**config.mk**
```make
export PLATFORM = sky130hd
export DESIGN_NAME = track_sequencer
export DESIGN_NICKNAME = d
export VERILOG_FILES = /design/src/rtl/music_pkg.sv /design/src/rtl/song_word_decode.sv /design/src/rtl/track_sequencer.sv
export SDC_FILE = /design/constraint.sdc
export NUM_CORES = 1
export LEC_CHECK = 0
export ABC_AREA = 1
export CAP_MARGIN = 25
export CORE_MARGIN = 2
export CORE_UTILIZATION = 30
export DETAILED_ROUTE_END_ITERATION = 10
export PLACE_DENSITY = 0.53
export SLEW_MARGIN = 20
export SYNTH_ARGS = -nofsm -noshare
export SYNTH_HDL_FRONTEND = slang
export SYNTH_SLANG_ARGS = --single-unit
```
**constraint.sdc**
```tcl
create_clock -name i_clk -period 2.05 [get_ports i_clk]
set_input_delay 0.41 -clock i_clk [delete_from_list [all_inputs] [get_ports i_clk]]
set_output_delay 0.41 -clock i_clk [all_outputs]
set_load 0.05 [all_outputs]
```
**src/rtl/music_pkg.sv**
```systemverilog
// Shared definitions for the music voice path: song-word field layout,
// command opcodes, note field widths and the sequencer state encoding.
package music_pkg;

  // Note field widths, shared with note_player.
  localparam int PITCH_W = 6;
  localparam int DUR_W   = 5;
  localparam int INST_W  = 4;

  // Song word layout.
  localparam int WORD_W    = 16;
  localparam int TYPE_BIT  = 15;  // 0 = note, 1 = command
  localparam int OPC_LSB   = 13;
  localparam int OPC_W     = 2;
  localparam int PITCH_LSB = 9;
  localparam int DUR_LSB   = 4;
  localparam int INST_LSB  = 0;

  // Command opcodes; the remaining encodings behave as NOP.
  localparam logic [OPC_W-1:0] OP_END  = 2'b00;
  localparam logic [OPC_W-1:0] OP_JUMP = 2'b01;

  typedef enum logic [2:0] {
    ST_IDLE   = 3'd0,
    ST_FETCH  = 3'd1,
    ST_DECODE = 3'd2,
    ST_LOAD   = 3'd3,
    ST_WAIT   = 3'd4
  } seq_state_e;

endpackage

```
**src/rtl/song_word_decode.sv**
```systemverilog
// Combinational split of a 16-bit song word into note fields and
// command fields. Both views are always produced; the caller picks one
// based on is_note.
module song_word_decode
  import music_pkg::*;
#(
  parameter int ADDR_W = 8
) (
  input  logic [WORD_W-1:0]  word,
  output logic               is_note,
  output logic [OPC_W-1:0]   opcode,
  output logic [PITCH_W-1:0] pitch,
  output logic [DUR_W-1:0]   duration,
  output logic [INST_W-1:0]  instrument,
  output logic [ADDR_W-1:0]  target
);

  assign is_note    = ~word[TYPE_BIT];
  assign opcode     = word[OPC_LSB +: OPC_W];
  assign pitch      = word[PITCH_LSB +: PITCH_W];
  assign duration   = word[DUR_LSB +: DUR_W];
  assign instrument = word[INST_LSB +: INST_W];
  assign target     = word[ADDR_W-1:0];

endmodule

```
**src/rtl/track_sequencer.sv**
```systemverilog
// Per-voice song sequencer: walks the song ROM, turns notes into a
// one-cycle load towards note_player and follows END/JUMP commands.
// All outputs come straight from registers.
module track_sequencer
  import music_pkg::*;
#(
  parameter int ADDR_W    = 8,
  parameter int MAX_JUMPS = 4
) (
  input  logic               i_clk,
  input  logic               i_rst_n,
  input  logic               i_start,
  input  logic               i_stop,
  input  logic [ADDR_W-1:0]  i_start_addr,
  output logic [ADDR_W-1:0]  o_rom_addr,
  input  logic [WORD_W-1:0]  i_rom_data,
  output logic               o_load,
  output logic [PITCH_W-1:0] o_pitch,
  output logic [DUR_W-1:0]   o_duration,
  output logic [INST_W-1:0]  o_instrument,
  input  logic               i_done,
  output logic               o_playing,
  output logic               o_error
);

  // Wide enough to hold MAX_JUMPS-1 for any MAX_JUMPS >= 1.
  localparam int JCNT_W = $clog2(MAX_JUMPS + 1);
  localparam logic [JCNT_W-1:0] JCNT_LAST = JCNT_W'(MAX_JUMPS - 1);

  seq_state_e           state_r, state_nx;
  logic [ADDR_W-1:0]    addr_r, addr_nx;
  logic                 load_r, load_nx;
  logic [PITCH_W-1:0]   pitch_r, pitch_nx;
  logic [DUR_W-1:0]     dur_r, dur_nx;
  logic [INST_W-1:0]    inst_r, inst_nx;
  logic                 playing_r, playing_nx;
  logic                 error_r, error_nx;
  logic [JCNT_W-1:0]    jcnt_r, jcnt_nx;

  logic                 dec_is_note_s;
  logic [OPC_W-1:0]     dec_opcode_s;
  logic [PITCH_W-1:0]   dec_pitch_s;
  logic [DUR_W-1:0]     dec_dur_s;
  logic [INST_W-1:0]    dec_inst_s;
  logic [ADDR_W-1:0]    dec_target_s;

  song_word_decode #(
    .ADDR_W (ADDR_W)
  ) u_decode (
    .word       (i_rom_data),
    .is_note    (dec_is_note_s),
    .opcode     (dec_opcode_s),
    .pitch      (dec_pitch_s),
    .duration   (dec_dur_s),
    .instrument (dec_inst_s),
    .target     (dec_target_s)
  );

  // Next-state and next-output logic; stop overrides every state.
  always_comb begin
    state_nx = state_r;
    addr_nx  = addr_r;
    load_nx  = 1'b0;
    pitch_nx = pitch_r;
    dur_nx   = dur_r;
    inst_nx  = inst_r;
    error_nx = error_r;
    jcnt_nx  = jcnt_r;

    if (i_stop) begin
      state_nx = ST_IDLE;
    end else begin
      case (state_r)
        ST_IDLE: begin
          if (i_start) begin
            addr_nx  = i_start_addr;
            error_nx = 1'b0;
            jcnt_nx  = '0;
            state_nx = ST_FETCH;
          end else begin
            state_nx = ST_IDLE;
          end
        end
        // ROM address was presented on entry; wait out the read latency.
        ST_FETCH: begin
          state_nx = ST_DECODE;
        end
        ST_DECODE: begin
          if (dec_is_note_s) begin
            pitch_nx = dec_pitch_s;
            dur_nx   = dec_dur_s;
            inst_nx  = dec_inst_s;
            load_nx  = 1'b1;
            addr_nx  = addr_r + ADDR_W'(1);
            jcnt_nx  = '0;
            state_nx = ST_LOAD;
          end else begin
            case (dec_opcode_s)
              OP_END: begin
                state_nx = ST_IDLE;
              end
              OP_JUMP: begin
                if (jcnt_r == JCNT_LAST) begin
                  error_nx = 1'b1;
                  state_nx = ST_IDLE;
                end else begin
                  jcnt_nx  = jcnt_r + JCNT_W'(1);
                  addr_nx  = dec_target_s;
                  state_nx = ST_FETCH;
                end
              end
              default: begin
                addr_nx  = addr_r + ADDR_W'(1);
                state_nx = ST_FETCH;
              end
            endcase
          end
        end
        ST_LOAD: begin
          state_nx = ST_WAIT;
        end
        ST_WAIT: begin
          if (i_done) begin
            state_nx = ST_FETCH;
          end else begin
            state_nx = ST_WAIT;
          end
        end
        default: begin
          state_nx = ST_IDLE;
        end
      endcase
    end

    playing_nx = (state_nx != ST_IDLE);
  end

  // State and output registers, cleared asynchronously.
  always_ff @(posedge i_clk or negedge i_rst_n) begin
    if (!i_rst_n) begin
      state_r   <= ST_IDLE;
      addr_r    <= '0;
      load_r    <= 1'b0;
      pitch_r   <= '0;
      dur_r     <= '0;
      inst_r    <= '0;
      playing_r <= 1'b0;
      error_r   <= 1'b0;
      jcnt_r    <= '0;
    end else begin
      state_r   <= state_nx;
      addr_r    <= addr_nx;
      load_r    <= load_nx;
      pitch_r   <= pitch_nx;
      dur_r     <= dur_nx;
      inst_r    <= inst_nx;
      playing_r <= playing_nx;
      error_r   <= error_nx;
      jcnt_r    <= jcnt_nx;
    end
  end

  assign o_rom_addr   = addr_r;
  assign o_load       = load_r;
  assign o_pitch      = pitch_r;
  assign o_duration   = dur_r;
  assign o_instrument = inst_r;
  assign o_playing    = playing_r;
  assign o_error      = error_r;

endmodule

```
==> load_flow_metrics.sql <==
INSERT INTO impl_metrics (metric_group, metric, value, unit) VALUES
('route', 'number_of_detailed_route_iterations_in_the_first_pass', '4', ''),
('power_and_ir_drop', 'sequentialPowerShare', '32.8', '%'),
('setup_path', 'cp_num_buf_inv', '1', ''),
('sta', 'post-route-min-period', '1.99', 'ns'),
('synth', 'synth_largest_area_cell', 'sky130_fd_sc_hd__dfrtp_1', ''),
('synth', 'synth.avg_cell_area', '7.90', 'sq um'),
('grt', 'globalRouteTotalUtil', '14.4', '%'),
('cts', 'post_cts_setup_buffer_count', '0', ''),
('power_and_ir_drop', 'power.static_leakage', '1.25', 'nW'),
('cts', 'clkLatencyLatePin', '0.29', 'ns'),
('setup_path', 'cpPeakStageDelay', '0.84', 'ns'),
('synth', 'biggest_area_contributors_in_the_synthesized_netlist', 'sky130_fd_sc_hd__dfrtp_1 (44%), sky130_fd_sc_hd__nand2_1 (16%), sky130_fd_sc_hd__inv_1 (5.6%)', ''),
('synth', 'post_synth_inst_count', '230', ''),
('route', 'detail_route.wl_per_cell', '12.0', 'um'),
('grt', 'grt_max_degree', '33', ''),
('sta', 'grt_setup_unrepaired', 'no', ''),
('power_and_ir_drop', 'share_comb_of_total_power', '45.7', '%'),
('finish', 'final_layout_size_suffix_gt1_share', '13.5', '%'),
('cts', 'holdBufCountCts', '0', ''),
('route', 'post_drt_via_cell_ratio', '4.40', ''),
('floorplan', 'io_pins', '55', ''),
('sta', 'final-setup-viol-count', '0', ''),
('sta', 'fin_hold_viols', '0', ''),
('route', 'dr_total_vias', '1603', ''),
('cts', 'cts_made_buffers', '5', ''),
('placement', 'numPortBuffers', '54', ''),
('floorplan', 'placeableCoreArea', '5890', 'sq um'),
('floorplan', 'die-area', '6690', 'sq um'),
('route', 'antenna_left', '0', ''),
('sta', 'transition_time_at_the_pin_with_the_least_slew_margin', '0.544', 'ns'),
('worst_hold_path', 'min_path_type', 'reg2reg', ''),
('synth', 'number_of_nets_produced_by_synthesis', '262', ''),
('route', 'drt-total-wl', '4360', 'um'),
('floorplan', 'start_util', '30.9', '%'),
('grt', 'global_route_wire_length_before_repair', '7160', 'um'),
('power_and_ir_drop', 'fin_total_pwr', '0.00279', 'W'),
('route', 'drtIter0Drc', '86', ''),
('finish', 'layout_commonest_cell', 'sky130_fd_sc_hd__nand2_1', ''),
('synth', 'yosys.area.top_type_share', '44.1', '%'),
('placement', 'dp_hpwl', '3250', 'um'),
('power_and_ir_drop', 'power_report.internal_total', '0.00159', 'W'),
('sta', 'worst_clk_skew', '0.00362', 'ns'),
('floorplan', 'dieWidth', '81.8', 'um'),
('setup_path', 'critical-path-slowest-cell', 'sky130_fd_sc_hd__clkdlybuf4s50_1', ''),
('synth', 'yosys_warnings', '0', ''),
('setup_path', 'critPathLaunchType', 'flop', ''),
('sta', 'setup-tns-final', '0', 'ns'),
('floorplan', 'fp.dieH', '81.8', 'um'),
('setup_path', 'crit_fanout', '5', ''),
('setup_path', 'critical_path.top_delay_family', 'buffers and inverters', ''),
('setup_path', 'arr_time_crit_path', '1.58', 'ns'),
('cts', 'cts.reportedPaths.clkPinSlew', '0.07', 'ns'),
('placement', 'dpl.cell_count', '356', ''),
('grt', 'number_of_antenna_violations_at_the_first_check_in_global_routing', '0', ''),
('floorplan', 'std_cell_rows', '28', ''),
('sta', 'relSlewSlack', '63.6', '%'),
('run_status', 'outcome', 'complete, no violations', ''),
('sta', 'postLayoutSetupSlackWorst', '0.0613', 'ns'),
('grt', 'first_global_vias', '1593', ''),
('setup_path', 'worstSetupPathType', 'reg2out', ''),
('placement', 'gp_congestion', '0.763', ''),
('power_and_ir_drop', 'worst_vdd_drop', '632', 'uV'),
('cts', 'clkSinkCount', '32', ''),
('setup_path', 'crit_path_end_kind', 'output port', ''),
('sta', 'post-route-period-util', '97.0', '%'),
('finish', 'finalCoreUtilization', '42.9', '%'),
('synth', 'syn_area', '1820', 'sq um'),
('cts', 'clockBufferDepth', '2', ''),
('finish', 'fin_cells', '364', ''),
('power_and_ir_drop', 'power.density', '1100', 'nW/um^2'),
('power_and_ir_drop', 'power_switching_share', '43.1', '%');
sequential cells by signal, summed over array words and instances (netlist names):
name	cells
o_load	1
o_rom_addr	8
o_error	1
o_duration	5
jcnt_r	3
o_playing	1
o_pitch	6
o_instrument	4
state_r	3
what timing repair did:
item	4_1_cts	5_1_grt
hold endpoints to repair	0	0
endpoints found under the setup margin	0	1
gates resized for setup	0	1
final cells by class:
class                      count  area [sq um]
timing repair buffer          55           543
inverter                      34           128
clock inverter                 2          35.0
multi-input combinational    160           850
fill                         619          3360
tap                           75          93.8
clock buffer                   6          72.6
sequential                    32           801
cells in the mapped netlist:
master / count
sky130_fd_sc_hd__dfrtp_1: 32
sky130_fd_sc_hd__nor3_1: 4
sky130_fd_sc_hd__o211ai_1: 1
sky130_fd_sc_hd__inv_1: 27
sky130_fd_sc_hd__nand3_1: 13
sky130_fd_sc_hd__nand3_2: 2
sky130_fd_sc_hd__a21oi_1: 10
sky130_fd_sc_hd__o21bai_4: 1
sky130_fd_sc_hd__o21ai_0: 5
sky130_fd_sc_hd__nand3_4: 1
sky130_fd_sc_hd__xnor2_1: 1
sky130_fd_sc_hd__nor2_1: 11
sky130_fd_sc_hd__buf_2: 1
sky130_fd_sc_hd__o21ai_1: 7
sky130_fd_sc_hd__nor2_8: 1
sky130_fd_sc_hd__inv_2: 7
sky130_fd_sc_hd__nand2_4: 2
sky130_fd_sc_hd__o21ai_2: 10
sky130_fd_sc_hd__ha_1: 3
sky130_fd_sc_hd__nor2_4: 3
sky130_fd_sc_hd__a21boi_0: 3
sky130_fd_sc_hd__o31ai_1: 1
sky130_fd_sc_hd__nand2_1: 79
sky130_fd_sc_hd__nand2_2: 1
sky130_fd_sc_hd__buf_6: 3
sky130_fd_sc_hd__nand4_1: 1
power groups by stage:
| stage | clock network, W | logic, W | registers [W] |
|---|---|---|---|
| 4_1_cts | 0.000623 | 0.00129 | 0.000914 |
| 3_5_place_dp | 0 | 0.00128 | 0.000925 |
| 5_1_grt | 0.000649 | 0.00136 | 0.000937 |
| 6_report | 0.000602 | 0.00127 | 0.000913 |
| 3_3_place_gp | 0 | 0.00128 | 0.000922 |
| 2_1_floorplan | 0 | 0.000327 | 0.00143 |
metal layers:
layer  share of wire (%)  wire length, um  GRT usage [%]
met5                   0                0              0
met2                  50             2180           25.4
met4                 1.2               52           5.50
met1                  44             1910           16.6
met3                 5.0              220           3.85
per-stage QoR:
step | cell area, sq um | hold slack (ns)
floorplan | 1820 | 0.114
global placement | 2410 | 0.463
detailed placement | 2410 | 0.467
CTS | 2520 | 0.485
global route | 2520 | 0.505
finish | 2520 | 0.480
worst paths after layout:
kind | start | to | slack, ns | depth (start not counted)
worst max-delay path | o_rom_addr[1] | o_rom_addr[1] | 0.06 | 1
worst min-delay path | o_pitch[3] | o_pitch[3] | 0.48 | 2
worst max register to register | jcnt_r[0] | o_rom_addr[4] | 0.43 | 8
worst min register to register | o_pitch[3] | o_pitch[3] | 0.48 | 2
max in group asynchronous | i_rst_n | state_r[0] | 1.22 | 2
min in group asynchronous | i_rst_n | o_instrument[2] | 0.53 | 2
cell families after synthesis:
logic type / synth area share (%)
AO/OA/AOI/OAI: 14.0
AND/OR/NAND/NOR: 30.2
adder cells (fa/ha/maj): 2.07
XOR/XNOR: 0.482
flip-flops: 44.1
buffers and inverters: 9.16
No activity file was read; power rests on OpenSTA's default activity.
==> RTL edit: new RTL, config.mk and constraints unchanged <==
Re-encode `seq_state_e` (5 states) as one-hot, 5 bits wide.
--- a/src/rtl/music_pkg.sv
+++ b/src/rtl/music_pkg.sv
@@ -20,12 +20,12 @@
   localparam logic [OPC_W-1:0] OP_END  = 2'b00;
   localparam logic [OPC_W-1:0] OP_JUMP = 2'b01;
 
-  typedef enum logic [2:0] {
-    ST_IDLE   = 3'd0,
-    ST_FETCH  = 3'd1,
-    ST_DECODE = 3'd2,
-    ST_LOAD   = 3'd3,
-    ST_WAIT   = 3'd4
+  typedef enum logic [4:0] {
+    ST_IDLE   = 5'b00001,
+    ST_FETCH  = 5'b00010,
+    ST_DECODE = 5'b00100,
+    ST_LOAD   = 5'b01000,
+    ST_WAIT   = 5'b10000
   } seq_state_e;
 
 endpackage
Behaviour: same outputs for any inputs over 10 cycles, from zero or initial values and one cycle with i_rst_n low; not proved beyond that.
==> RTL edit against the unedited design <==
- synthesized area is 0.96% lower
- design area rose by 1.1%
- clock skew rose by 4.3 ps
- worst setup slack improved by 16 ps
- via count grew 3.6%
- sequential cell count rose by 1
- power down 23%
- wire length is 5.6% higher
- highest routed layer unchanged
==> RTL edit: results (changes against the unedited design) <==
status - finished, final reports clean
routability cong. - 0.853 (+12%)
placed insts - 373 (+4.8%)
crit path DAT - 1560 ps (-20 ps)
FF-to-FF End - o_rom_addr[6]
largest net degree at the start of global routing - 34 (+3.0%)
Setup crit start - o_rom_addr[2]
Hold EP - o_instrument[2]
Worst Reg-to-Reg Cells - 7 (-1)
Clk. pwr - 0.631 mW (+4.8%)
fillers - 610 (-1.5%)
switching share of power - 36.1% (-7.0 points)
hold path start - o_instrument[2]
Synth top cells by count - nand2_1 (98), dfrtp_1 (32), inv_1 (26), nor2_1 (18), o21ai_0 (13)
vias in the first global route - 1,630 (+2.3%)
initial DRC count - 85 (-1.2%)
Nets - 338 (+5.6%)
Total GRT Usage - 15.1% (+0.66 points)
Vias/cell - 4.36 (-1.1%)
critical path fanouts, max - 6 (+1)
Internal Power - 1.37 mW (-13%)
routed wire length - 4600 µm (+5.6%)
Worst R2R Setup Slack - 390 ps (-40 ps)
Syn Area/Cell - 7.40 µm² (-6.3%)
hold_ws - 479 ps (-1.55 ps)
Least-Margin Pin Slew - 518 ps (-26.1 ps)
P_leak - 1.29 nW (+3.5%)
Synthesized Nets - 276 (+5.3%)
[RTL edit: cell types whose count changed in the layout (fill, tap and decap cells not counted), moves of 3 or more]
cell      delta
a21boi_0     -3
a21oi_1      -6
buf_4        +6
inv_2        -5
nand2_1     +19
nand4_1      +6
nor2_1       +7
o21ai_0      +8
o21ai_2      -8
[RTL edit: how the worst max path moves through the flow]
stage                     depth (start not counted)  slack (ps)            end
final                                             1          80  o_rom_addr[2]
after floorplan                                  10         400  o_rom_addr[4]
after CTS                                         1          70  o_rom_addr[2]
after detailed placement                         10          90  o_rom_addr[2]
after global placement                           10         120  o_rom_addr[2]
after global routing                              1          10  o_rom_addr[2]
[RTL edit: stage by stage]
step                      utilization, %  instance area, µm²  setup WS, ps
after floorplan                        -                1800           399
after global placement              41.6                2430           123
after detailed placement            41.6                2430          89.0
after CTS                           43.6                2550          74.3
after global routing                43.6                2550          12.6
final                               43.6                2550          77.6
[RTL edit: layout make-up]
class                      count  area, µm²  share of cell area (%)
tap                           75       93.8                    3.68
inverter                      28        105                    4.12
clock buffer                   7       86.3                    3.38
timing repair buffer          60        576                    22.6
sequential                    33        827                    32.4
multi-input combinational    177        833                    32.7
clock inverter                 1       30.0                    1.18
[RTL edit: per-layer routing]
layer  GRT usage, %  share of wire [%]  up-vias  wire length (µm)
li1               -                  -      891                 -
met1           20.1                 49      724              2280
met2           23.1                 43       41              1980
met3           4.51                6.2        4               286
met4           5.59                1.3        0                61
met5              0                  0        -                 0
[RTL edit: logic make-up after synthesis]
group | synth area share (%)
AO/OA/AOI/OAI | 8.76
adder cells (fa/ha/maj) | 2.78
flip-flops | 46.0
AND/OR/NAND/NOR | 34.8
buffers and inverters | 7.72
